`config.mk`:
```
export PLATFORM = sky130hd
export DESIGN_NAME = mux_pipe_sel
export DESIGN_NICKNAME = d
export VERILOG_FILES = /design/src/rtl/mux_pipe_sel.sv
export SDC_FILE = /design/constraint.sdc
export NUM_CORES = 1
export LEC_CHECK = 0
export BUFFER_PORTS_ARGS = -buffer_cell sky130_fd_sc_hd__buf_2
export CAP_MARGIN = 15
export CELL_PAD_IN_SITES_DETAIL_PLACEMENT = 1
export CELL_PAD_IN_SITES_GLOBAL_PLACEMENT = 1
export CORE_AREA = 2 2 178 180
export DETAILED_ROUTE_END_ITERATION = 10
export DIE_AREA = 0 0 180 182
export GPL_ROUTABILITY_DRIVEN = 0
export GPL_TIMING_DRIVEN = 0
export PLACE_DENSITY = 0.59
export SYNTH_ARGS = -nofsm -noshare
export SYNTH_HDL_FRONTEND = slang
export SYNTH_SLANG_ARGS = --single-unit
```
`constraint.sdc`:
```
create_clock -name clk -period 1.9 [get_ports clk]
set_clock_uncertainty 0.05 [all_clocks]
set_input_delay 0.38 -clock clk [delete_from_list [all_inputs] [get_ports clk]]
set_output_delay 0.38 -clock clk [all_outputs]
set_load 0.005 [all_outputs]
```
`src/rtl/mux_pipe_sel.sv`:
```
// mux_pipe_sel: registered result multiplexer with valid/ready handshake and 2-entry skid buffer.
// Optional MUX_PIPE_ADDR_ERR_EN adds addr_err, flagging entries captured with mux_address >= NUM_INPUTS.
module mux_pipe_sel #(
  parameter int DATA_WIDTH = 32,
  parameter int NUM_INPUTS = 13,
  parameter int ADDR_WIDTH = 4
) (
  input  logic                           clk,
  input  logic                           rst_n,
  input  logic [NUM_INPUTS*DATA_WIDTH-1:0] mux_inputs,
  input  logic [ADDR_WIDTH-1:0]          mux_address,
  input  logic                           in_valid,
  output logic                           in_ready,
  output logic [DATA_WIDTH-1:0]          mux_output,
  output logic                           out_valid,
  input  logic                           out_ready
`ifdef MUX_PIPE_ADDR_ERR_EN
  ,
  output logic                           addr_err
`endif
);
  typedef enum logic [1:0] {EMPTY, ONE, FULL} state_t;
  state_t state, state_nxt;
  logic [DATA_WIDTH-1:0] words [2**ADDR_WIDTH];
  logic [DATA_WIDTH-1:0] sel, skid;
  logic in_hs, out_hs, load_head, load_skid, pop_skid;
  // Every address slot is populated; out-of-range slots alias word 0 so no compare is needed.
  for (genvar g = 0; g < 2**ADDR_WIDTH; g++) begin : g_words
    if (g < NUM_INPUTS) begin : g_in
      assign words[g] = mux_inputs[g*DATA_WIDTH +: DATA_WIDTH];
    end else begin : g_oor
      assign words[g] = mux_inputs[DATA_WIDTH-1:0];
    end
  end
  assign sel = words[mux_address];
  assign out_valid = state != EMPTY;
  assign in_hs = in_valid & in_ready;
  assign out_hs = out_valid & out_ready;
  assign load_head = in_hs && (state == EMPTY || out_hs);
  assign load_skid = in_hs && state == ONE && !out_hs;
  assign pop_skid = out_hs && state == FULL;
  always_comb begin
    state_nxt = state == EMPTY ? (in_hs ? ONE : EMPTY)
              : state == ONE ? ((in_hs && !out_hs) ? FULL : (out_hs && !in_hs) ? EMPTY : ONE)
              : (out_hs ? ONE : FULL);
  end
  always_ff @(posedge clk or negedge rst_n) begin
    if (!rst_n) begin
      state <= EMPTY;
      in_ready <= 1'b1;
    end else begin
      state <= state_nxt;
      in_ready <= state_nxt != FULL;
    end
  end
  always_ff @(posedge clk or negedge rst_n) begin
    if (!rst_n) begin
      mux_output <= '0;
      skid <= '0;
    end else begin
      if (load_head) mux_output <= sel;
      else if (pop_skid) mux_output <= skid;
      if (load_skid) skid <= sel;
    end
  end
`ifdef MUX_PIPE_ADDR_ERR_EN
  logic errs [2**ADDR_WIDTH];
  logic skid_err;
  for (genvar g = 0; g < 2**ADDR_WIDTH; g++) begin : g_errs
    assign errs[g] = g >= NUM_INPUTS;
  end
  always_ff @(posedge clk or negedge rst_n) begin
    if (!rst_n) begin
      addr_err <= 1'b0;
      skid_err <= 1'b0;
    end else begin
      if (load_head) addr_err <= errs[mux_address];
      else if (pop_skid) addr_err <= skid_err;
      if (load_skid) skid_err <= errs[mux_address];
    end
  end
`endif
endmodule

```
# Word level (Yosys, flattened, before mapping)
# Cells that the tools add are included.
dict set report totals {
  register_bits 67
  out_inout_bits 34
  word_cells 34
}
dict set report op_classes {
  order_cmp 1
  eq_ne 3
  n_mux 11
  n_bitwise 3
  n_reduce_logical 12
}
# op count
set op_table {}
lappend op_table {{$bmux 32 s4} 1}
lappend op_table {{$mux 32} 4}
lappend op_table {{$mux 2} 4}
lappend op_table {{$logic_and 1x1->1} 6}
lappend op_table {{$ge 5x5->1 const B} 1}
lappend op_table {{$not 4->5} 1}
lappend op_table {{$reduce_bool 2->1} 2}
lappend op_table {{$and 1x1->1} 2}
lappend op_table {{$eq 2x1->1 const B} 1}
lappend op_table {{$eq 2x2->1 const B} 1}
lappend op_table {{$logic_not 1->1} 2}
lappend op_table {{$logic_not 2->1} 1}
lappend op_table {{$mux 1} 2}
lappend op_table {{$ne 2x2->1 const B} 1}
lappend op_table {{$logic_or 1x1->1} 1}

# Logic depth before layout (Yosys ltp)
# Gate-level depths: netlist (run 1).
dict set report depth {
  depth_word 8
  ltp_mapped 8
}

# Worst setup path before layout (run 1)
# Ideal clock, no wire load.
dict set report synth_timing {
  path_kind {input to register}
  start {in mux_address[0]}
  end {reg mux_output[10]}
  setup_time_ps 140
  t_arrival_ps 1874
  required_ps 1710
  setup_slack_ps -164
  cell_stages 6
  path_buffers 2
  cell_sequence {buf_2 > buf_2 > nor2_1 > mux2_2 > a211oi_1 > a21oi_1}
}
dict set report synth_between {
  elab_chain_cells 5
}
# element line_no
set synth_rtl {}
lappend synth_rtl {{start, declared} 11} ;# input logic [ADDR_WIDTH-1:0] mux_address,
lappend synth_rtl {{$not 4->5 (implied by the code)} 35} ;# assign sel = words[mux_address];
lappend synth_rtl {{$bmux 32 s4} 35}
lappend synth_rtl {{$mux 32 (implied by the code) (2 in series)} 35}
lappend synth_rtl {{$mux 32} 61} ;# if (load_head) mux_output <= sel;
lappend synth_rtl {{end signal, assigned} 61}
lappend synth_rtl {{end signal, assigned} 62} ;# else if (pop_skid) mux_output <= skid;
lappend synth_rtl {{end, declared} 14} ;# output logic [DATA_WIDTH-1:0] mux_output,
# Every way passes these cells. The select of a mux whose other input is x is not followed.
# A chain may end at the register's enable or synchronous reset.

# Worst setup path in the final report (run 1)
dict set report layout_timing {
  start {in mux_address[1]}
  end {reg skid[20]}
}
dict set report layout_between {
  elab_chain_cells 4
}
# element line_no
set layout_rtl {}
lappend layout_rtl {{$not 4->5 (implied by the code)} 35}
lappend layout_rtl {{$bmux 32 s4} 35}
lappend layout_rtl {{$mux 32 (implied by the code) (2 in series)} 35}
lappend layout_rtl {{end signal, assigned} 63} ;# if (load_skid) skid <= sel;
lappend layout_rtl {{end, declared} 25} ;# logic [DATA_WIDTH-1:0] sel, skid;
# Every way passes these cells. The select of a mux whose other input is x is not followed.

==> run metrics, run 1 <==
Worst-Margin Slew=0.892 ns; status=finished clean; Crit Path Class=input pin to flip-flop; post-DR vias/cell=4.98; antenna violations before repair=6; # IOs=458; sequential share of the synthesized area=26.0%; share of synthesized registers carrying an async set or reset=100%; Layout Cells excl Fill=1484; Syn Std Cell Area=0.00644 mm^2; peak supply drop=0.000530 V; Synth Register Bits=67; HP Class=input pin to asynchronous set/reset pin; cts bufs inserted=9; Yosys top cell area share=25.6%; Min Hold Slack=0.112 ns; Mapped Cells=591; antenna violation net count after detailed routing=0; share of cells above drive strength 1=63.2%; Worst Path Max Fanout=6; nets@finish=1497; Startpoint Class=input pin; Area contributors post-synth=dfrtp_1 26%, mux4_2 12%, mux4_1 11%, mux2i_1 9.9%, mux2_2 5.6%; Layout area overhead=57.1%; CTS max path bufs=2; clk_lat worst skew=0.33 ns; FILL cells=3585; Std-Cell Rows=65; total power=0.00761 W; vias in the first global route=7839; Max Freq=0.531 GHz; Syn Nets=1016; Root Buffer=clkbuf_16; Period minus WS final=1.88 ns; DP Wirelength=32.2 mm; die height=182 um; Setup crit end kind=flip-flop; Yosys top cell by area=dfrtp_1; initial core utilization=20.8%; Sink Count=67; Crit path required time=2.05 ns; wire per inst=26.1 um; Netlist cell types=35; final slew viol count=0; die width=180 um; Leakage=4.72 nW; Max H-tree Level=3; CTS tree=yes; r2r setup slk=0.12 ns; predominant post-synthesis flop cell=dfrtp_1; clk slew on worst S/H paths=0.05 ns; Cell Count Post-Placement=1448; RSZ-0062 raised after global routing=yes; die area=0.0328 mm^2; crit share post-route=99.1%; DRC violations left=0; TNS Setup=0 ns; initial DRC count=296; syn avg cell area=10.9 um^2; WP data arrival=2.03 ns; final WL=38.7 mm; Fin. Hold Viols=0; hold buffer count at cts=0; relative slew slack=40.6%; max_cap viols=0; GR Util All Layers=22.3%; final core area utilization=32.7%; pin count of the biggest net entering global routing=68; vias=7389; core area=0.0310 mm^2; global-route wire length before repair=53.4 mm; Final Setup Violations=0; number of synthesized flops with an enable pin=0; Pwr Density=752 mW/mm^2; GRT overflow=0; First-pass DRT Iterations=4; Yosys warnings=0; PortBufs=455
==> synth_stat cells (2+ instances only) <==
library cell and count:
a211oi_1 13, a211oi_2 20, a21oi_1 64, a22o_1 8, a22oi_1 24, buf_1 7
buf_2 16, buf_4 2, buf_6 6, clkbuf_1 30, dfrtp_1 66, inv_1 2
mux2_2 32, mux2i_1 64, mux4_1 27, mux4_2 35, mux4_4 2, nand2_1 5
nand2b_1 2, nand3b_1 2, nor2_1 38, nor2b_1 3, o21ai_0 25, o21ai_1 24
o22ai_1 40, or3b_2 25
==> flip-flops by register name, indices dropped and copies added (netlist names) <==
signal / count
state: 2
mux_output: 32
skid: 32
in_ready: 1
==> logic make-up after synthesis <==
family | share of synthesized area (%)
AND/OR/NAND/NOR | 6.93
adder cells (fa/ha/maj) | 0.194
buffers and inverters | 4.91
AO/OA/AOI/OAI | 22.3
flip-flops | 26.0
multiplexers | 39.6
==> through the flow <==
step	instance area, um^2	setup slack [ns]
final	10100	0.0165
after global routing	10100	-0.0119
after CTS	9840	-0.00646
after detailed placement	9300	-0.950
after global placement	9300	-0.934
after floorplan	6520	-0.00609
==> critical path, cell delays in order <==
cell,delay (ns)
buf_16,0.12
buf_12,0.13
mux4_1,0.55
mux2_2,0.31
a211oi_4,0.42
a21oi_1,0.11
==> repair_timing <==
action | 4_1_cts | 5_1_grt
gates resized for setup | 71 | 48
cloned | 0 | 4
pin swaps | 16 | 7
setup buffers | 5 | 7
setup endpoints to repair | 64 | 59
==> power by group <==
part	switching, W	total, W	internal [W]
clock	0.000593	0.00154	0.000951
sequential	0.000392	0.00252	0.00213
combinational	0.00182	0.00355	0.00173
total	0.00280	0.00761	0.00481
==> layout make-up <==
| type | instances | area [um^2] | area share, % |
|---|---|---|---|
| Antenna cell | 5 | 12.5 | 0.124 |
| Buffer | 61 | 522 | 5.16 |
| Clock buffer | 14 | 264 | 2.61 |
| Clock inverter | 2 | 10.0 | 0.0989 |
| Inverter | 2 | 7.51 | 0.0742 |
| Multi-Input combinational cell | 460 | 4650 | 46.0 |
| Sequential cell | 67 | 1680 | 16.6 |
| Tap cell | 402 | 503 | 4.97 |
| Timing Repair Buffer | 471 | 2470 | 24.4 |
==> routing by layer <==
| layer | GRT usage, % | wire, um | up-vias |
|---|---|---|---|
| li1 | - | - | 3356 |
| met1 | 30.2 | 17300 | 3735 |
| met2 | 36.8 | 18700 | 262 |
| met3 | 4.19 | 1910 | 36 |
| met4 | 5.01 | 713 | 0 |
| met5 | 0 | 0 | - |
==> path summary, 6_finish.rpt <==
path                           startpoint              to  cells past startpoint
max                        mux_address[1]        skid[20]                      6
min reg2reg                      skid[28]  mux_output[28]                      2
min in group clk                out_ready        state[0]                      3
max reg2reg                      in_ready        skid[11]                      5
min                                 rst_n  mux_output[11]                      1
max in group asynchronous           rst_n  mux_output[21]                      1
==> cells in the final DEF (no fill, tap or decap), types with 25 or more instances in the layout <==
| master | instances |
|---|---|
| nor2_1 | 37 |
| o22ai_1 | 36 |
| a21oi_1 | 63 |
| mux4_2 | 40 |
| dfrtp_1 | 66 |
| mux2_2 | 30 |
| mux2i_1 | 61 |
| or3b_2 | 25 |
| buf_2 | 464 |
| o21ai_0 | 25 |
(Power assumes the default switching activity.)
==> inputs of run 2 (changes only) <==
--- a/config.mk
+++ b/config.mk
@@ -6,7 +6,7 @@
 export NUM_CORES = 1
 export LEC_CHECK = 0
 export BUFFER_PORTS_ARGS = -buffer_cell sky130_fd_sc_hd__buf_2
-export CAP_MARGIN = 15
+export CAP_MARGIN = 25
 export CELL_PAD_IN_SITES_DETAIL_PLACEMENT = 1
 export CELL_PAD_IN_SITES_GLOBAL_PLACEMENT = 1
 export CORE_AREA = 2 2 178 180
==> constraint.sdc (replaced) <==
create_clock -name clk -period 1.9 [get_ports clk]
set_clock_uncertainty 0.05 [all_clocks]
set_input_delay 0.095 -clock clk [delete_from_list [all_inputs] [get_ports clk]]
set_output_delay 0.095 -clock clk [all_outputs]
set_load 0.005 [all_outputs]
==> run 2 against run 1 <==
Cell count is 0.40% lower. Total power decreased by 0.57%. Core utilization decreased by 1.1 points. Die area is the same. Via count up 0.50%. Cell area decreased by 3.3%. Hold slack got worse by 0.054 ns. Clock power grew 6%. Largest cell class unchanged.
==> run metrics, run 2 (synthesized netlist as in run 1, its figures left out) <==
Min Hold Slack=0.0579 ns; Crit-path slowest cell=a211oi_2; Root Buffer=clkbuf_16; cts bufs inserted=9; Startpoint Class=input pin; total power=0.00757 W; final slew viol count=0; CTS max path bufs=2; status=finished clean; clk slew on worst S/H paths=0.06 ns; Final Setup Violations=0; most frequent cells in the layout=463 x buf_2, 66 x dfrtp_1, 64 x a21oi_1; Max H-tree Level=3; Period minus WS final=1.86 ns; most used cell, CP=buf_4; Fin. Hold Viols=0; post-DR vias/cell=5.02; die height=182 um; Crit Path Class=input pin to flip-flop; Worst Path Max Fanout=10; DRC violations left=0; slowest cell delay on critical path=0.34 ns; relative slew slack=39.0%; core area=0.0310 mm^2; GRT overflow=0; # IOs=458; vias=7426; pin count of the biggest net entering global routing=68; die width=180 um; final WL=38.4 mm; number of buffers and inverters on the critical path=4; HP Class=input pin to flip-flop; wire per inst=26.0 um; PortBufs=455; Cell Count Post-Placement=1448; r2r startpoint=in_ready; met1 capacity usage during global routing=30.6%; Layout Cells excl Fill=1478; Leakage=4.60 nW; Worst-Margin Slew=0.914 ns; GRT busiest layer=met2; crit share post-route=97.7%; Sink Count=67; WP data arrival=1.98 ns; initial DRC count=395; share of cells above drive strength 1=61.4%; Hold Startpoint=out_ready; global routing usage on met3=3.65%; launch point of the worst path=mux_address[1]; global-route wire length before repair=54.1 mm; crit path cell chain=buf_6 -> buf_4 -> clkbuf_4 -> buf_4 -> mux2i_1 -> o22ai_1 -> a211oi_2 -> a21oi_1; met2 Use GR=38.4%; vias in the first global route=7904; clk_lat worst skew=0.32 ns; GR Util All Layers=22.5%; max_cap viols=0; peak supply drop=0.000334 V; antenna violations before repair=10; Pwr Density=773 mW/mm^2; First-pass DRT Iterations=5; Regs by FF count=mux_output x32, skid x32, state x2; DP Wirelength=32.5 mm; initial core utilization=20.8%; nets@finish=1491; commonest non-fill, non-tap cell in the layout=buf_2; Max Freq=0.539 GHz; Crit path required time=2.02 ns; Setup crit end kind=flip-flop; CP top delay family=buffers and inverters; Layout area overhead=52.0%; CTS tree=yes; die area=0.0328 mm^2; Std-Cell Rows=65; antenna violation net count after detailed routing=0
==> run 2: cell types whose count changed in the layout (fill, tap and decap cells not counted), moves of 3 or more <==
cell and change:
buf_8 -4, mux2i_2 -3, mux4_1 +5, clkinv_2 +3
a211oi_4 -11, clkbuf_4 +5, mux4_2 -5, clkbuf_16 -4
a211oi_2 +9, buf_12 -5, clkbuf_1 +3, o22ai_2 -4
o22ai_1 +4
==> run 2: repair_timing <==
item | in CTS | in global routing
endpoints found under the setup margin | 64 | 59
hold endpoints to repair | 66 | 0
hold buffers | 1 | 0
pin swaps | 10 | 11
buffers inserted | 4 | 4
gates resized for setup | 41 | 32
==> run 2: final timing paths <==
path	endpoint	slack, ns	cells after the start
max	mux_output[17]	0.04	8
min	state[0]	0.06	3
max reg2reg	skid[6]	0.16	6
min reg2reg	mux_output[0]	0.45	2
max in group asynchronous	skid[18]	0.85	2
min in group asynchronous	mux_output[22]	0.38	2
==> run 2: tightest hold or removal path, cell delays in order <==
cell     delay (ns)
buf_2          0.13
nor2b_1        0.07
nor2_1         0.10
==> run 2: final cells by class <==
cell class	instances	area [um^2]
Antenna cell	5	12.5
Buffer	62	390
Clock buffer	10	239
Clock inverter	6	55.1
Fill cell	3683	21200
Inverter	2	7.51
Multi-Input combinational cell	460	4550
Sequential cell	67	1680
Tap cell	402	503
Timing Repair Buffer	464	2350
==> run 2: through the flow <==
step                setup slack (ns)  setup TNS, ns  util [%]  cell area, um^2
CTS                          -0.0130        -0.0138      31.2             9670
floorplan                      0.121              0         -             6440
detailed placement            -0.865         -37.41      29.8             9220
finish                        0.0443              0      31.6             9790
global route                 -0.0445         -0.279      31.6             9780
global placement              -0.873         -38.66      29.8             9220
==> run 2: routing by layer <==
metal | share of wire [%] | vias to the layer above
met5 | 0.088 | -
met2 | 49 | 308
met4 | 1.0 | 6
met3 | 5.6 | 32
li1 | - | 3357
met1 | 44 | 3723
==> run 2: power by group <==
part,switching (W),internal (W)
registers,0.000397,0.00213
clock network,0.000590,0.00104
logic,0.00176,0.00165
==> inputs of run 3 (changes only) <==
==> config.mk (replaced) <==
export PLATFORM = sky130hd
export DESIGN_NAME = mux_pipe_sel
export DESIGN_NICKNAME = d
export VERILOG_FILES = /design/src/rtl/mux_pipe_sel.sv
export SDC_FILE = /design/constraint.sdc
export NUM_CORES = 1
export LEC_CHECK = 0
export ABC_AREA = 1
export BUFFER_PORTS_ARGS = -buffer_cell sky130_fd_sc_hd__buf_2
export CAP_MARGIN = 25
export CELL_PAD_IN_SITES_DETAIL_PLACEMENT = 1
export CELL_PAD_IN_SITES_GLOBAL_PLACEMENT = 1
export CORE_AREA = 2 2 180 182
export DETAILED_ROUTE_END_ITERATION = 10
export DIE_AREA = 0 0 182 184
export GPL_ROUTABILITY_DRIVEN = 0
export GPL_TIMING_DRIVEN = 0
export PLACE_DENSITY = 0.73
export SYNTH_ARGS = -nofsm -noshare
export SYNTH_HDL_FRONTEND = slang
export SYNTH_SLANG_ARGS = --single-unit
==> run 3 against run 2 <==
Register-to-register slack barely moved. Worst setup slack improved by 0.036 ns. Count of clock-buffer cells in the layout did not move. Critical endpoint is now mux_output[7]. Largest cell class unchanged. Largest power group unchanged. Highest routed layer unchanged.
==> run metrics, run 3 <==
clk slew on worst S/H paths=0.06 ns; First-pass DRT Iterations=5; most frequent cells in the layout=670 x nand2_1, 488 x buf_2, 169 x nand3_1; initial DRC count=506; leading post-synthesis cells by instance count=670 x nand2_1, 171 x nand3_1, 152 x inv_1; core area=0.0314 mm^2; Synth Register Bits=67; final WL=48.8 mm; Setup crit end kind=flip-flop; CTS max path bufs=2; Layout Cells excl Fill=2406; Yosys warnings=0; Placement Setup Slack=-0.342 ns; Startpoint Class=input pin; storage element area=0.00168 mm^2; # IOs=458; Layout area overhead=40.8%; Regs by FF count=mux_output x32, skid x32, state x2; share of synthesized registers carrying an async set or reset=100%; Worst Reg-to-Reg Cells=8; Yosys top cell by area=nand2_1; status=finished clean; Yosys top cell area share=32.4%; Period minus WS final=1.82 ns; sequential share of the synthesized area=21.6%; clk_lat worst skew=0.33 ns; net switching power=0.00336 W; GR Util All Layers=28.4%; commonest non-fill, non-tap cell in the layout=nand2_1; initial core utilization=24.7%; syn avg cell area=5.10 um^2; die width=182 um; Netlist cell types=22; Multi-input gate area=0.00498 mm^2; crit share post-route=95.8%; Sink Count=67; Leakage=6.66 nW; Max Freq=0.550 GHz; most common cell in the netlist=nand2_1; Root Buffer=clkbuf_16; Post-DP Area=0.0106 mm^2; TNS Setup=0 ns; antenna violations before repair=12; post-DR vias/cell=4.83; hold path depth=3; GRT overflow=0; Crit Path Class=input pin to flip-flop; cts bufs inserted=9; predominant post-synthesis flop cell=dfrtp_1; share of cells above drive strength 1=27.1%; Gate power share=48.1%; pin count of the biggest net entering global routing=68; most used cell, CP=nand2_1; relative slew slack=41.6%; slowest cell delay on critical path=0.68 ns; die height=184 um; r2r startpoint=in_ready; Max H-tree Level=3; internal power=0.00453 W; HP Class=input pin to flip-flop; Syn Nets=1948; sequential power share=30.8%; PortBufs=453; R2R Path End=mux_output[29]; r2r setup slk=0.15 ns; Mapped Cells=1523; WP data arrival=2.04 ns; Crit path required time=2.12 ns; Cell Count Post-Placement=2379; Crit-path slowest cell=clkbuf_1; die area=0.0335 mm^2; max_cap viols=0; Hold Startpoint=out_ready; wire per inst=20.3 um; Clk pwr share=21.1%; DRC violations left=0; switching share of power=42.6%; antenna violation net count after detailed routing=0; vias=11.6k; Post-Layout Inst Area=0.0109 mm^2; final worst slack=0.0802 ns; Final Setup Violations=0; DP Wirelength=41.5 mm; Area contributors post-synth=nand2_1 32%, dfrtp_1 21%, nand3_1 11%, inv_1 7.4%, nor2_1 7.1%; final slew viol count=0; Pwr Density=721 mW/mm^2; Fin. Hold Viols=0; number of synthesized flops with an enable pin=0; Worst Path Max Fanout=10; Syn Std Cell Area=0.00776 mm^2; RSZ-0062 raised after global routing=no; Worst Hold End=state[0]; vias in the first global route=12.1k; CTS tree=yes; crit path cell chain=buf_4 -> inv_4 -> clkbuf_1 -> o21ai_0 -> nand3_1 -> nand3_1 -> nand2_1 -> nand2_1 -> nand2_1; global-route wire length before repair=70.6 mm; Std-Cell Rows=65; Worst-Margin Slew=0.876 ns; nets@finish=2414; launch point of the worst path=mux_address[0]; FILL cells=4496; peak supply drop=0.000430 V
-- run 3: changes by cell type in the layout (fill, tap and decap cells not counted), sizes merged, moves of 24 or more --
cell    delta
a211oi    -33
a22oi     -24
buf       +32
inv      +153
mux2      -32
mux2i     -64
mux4      -64
nand2    +666
nand3    +171
nor2     +110
o21ai     +96
o22ai     -40
or3b      -25
-- run 3: worst max-delay path by stage --
stage	end	slack, ns	cells past startpoint
global placement	mux_output[5]	-0.29	11
finish	mux_output[7]	0.08	9
detailed placement	mux_output[7]	-0.34	11
floorplan	mux_output[15]	0.37	8
CTS	skid[5]	0.01	11
global route	skid[4]	0.03	9
-- run 3: kinds of logic after synthesis --
family	after synthesis	synth area share [%]
buffers and inverters	263	14.4
adder cells (fa/ha/maj)	1	0.161
AO/OA/AOI/OAI	202	13.1
AND/OR/NAND/NOR	990	50.7
flip-flops	67	21.6
-- run 3: worst max-delay path, delay by kind of cell --
family          cells  cell delay (ns)
compound gates      1             0.29
simple gates        5             0.63
buf+inv             3             0.99
-- run 3: per-layer routing --
metal  routed length (um)  vias up  GRT usage, %
met5                   47        -             0
met4                 1530        6          9.13
met3                 2950       70          5.03
met2                24700      472          53.5
met1                19600     5410          32.3
li1                     -     5656             -
-- run 3: layout make-up --
type	count	share of cell area (%)
buffer	106	5.01
clock inverter	6	0.618
timing repair buffer	456	21.2
inverter	156	5.38
clock buffer	10	2.09
tap	402	4.60
multi-input combinational	1193	45.5
sequential	67	15.4
antenna	10	0.229
-- run 3: stage by stage --
stage | hold WS, ns | power (W) | util (%)
after detailed placement | 0.0830 | 0.00622 | 33.6
final | 0.0779 | 0.00789 | 34.8
after CTS | 0.0444 | 0.00793 | 34.6
after global routing | 0.0718 | 0.00853 | 34.8
after global placement | 0.373 | 0.00606 | 33.6
after floorplan | -0.251 | 0.00439 | -
-- run 3: what timing repair did --
action / 4_1_cts / 5_1_grt
gates resized for setup: 7 / 13
setup buffers: 0 / 1
endpoints found under the setup margin: 55 / 46
hold buffers: 1 / 0
hold endpoints to repair: 66 / 0
pin swaps: 0 / 1
-- run 3: power groups by stage --
stage	Sequential, W	Combinational (W)	Clock [W]
2_1_floorplan	0.00241	0.00198	0
3_3_place_gp	0.00241	0.00366	0
3_5_place_dp	0.00244	0.00377	0
4_1_cts	0.00242	0.00381	0.00170
5_1_grt	0.00249	0.00428	0.00176
6_report	0.00243	0.00380	0.00166
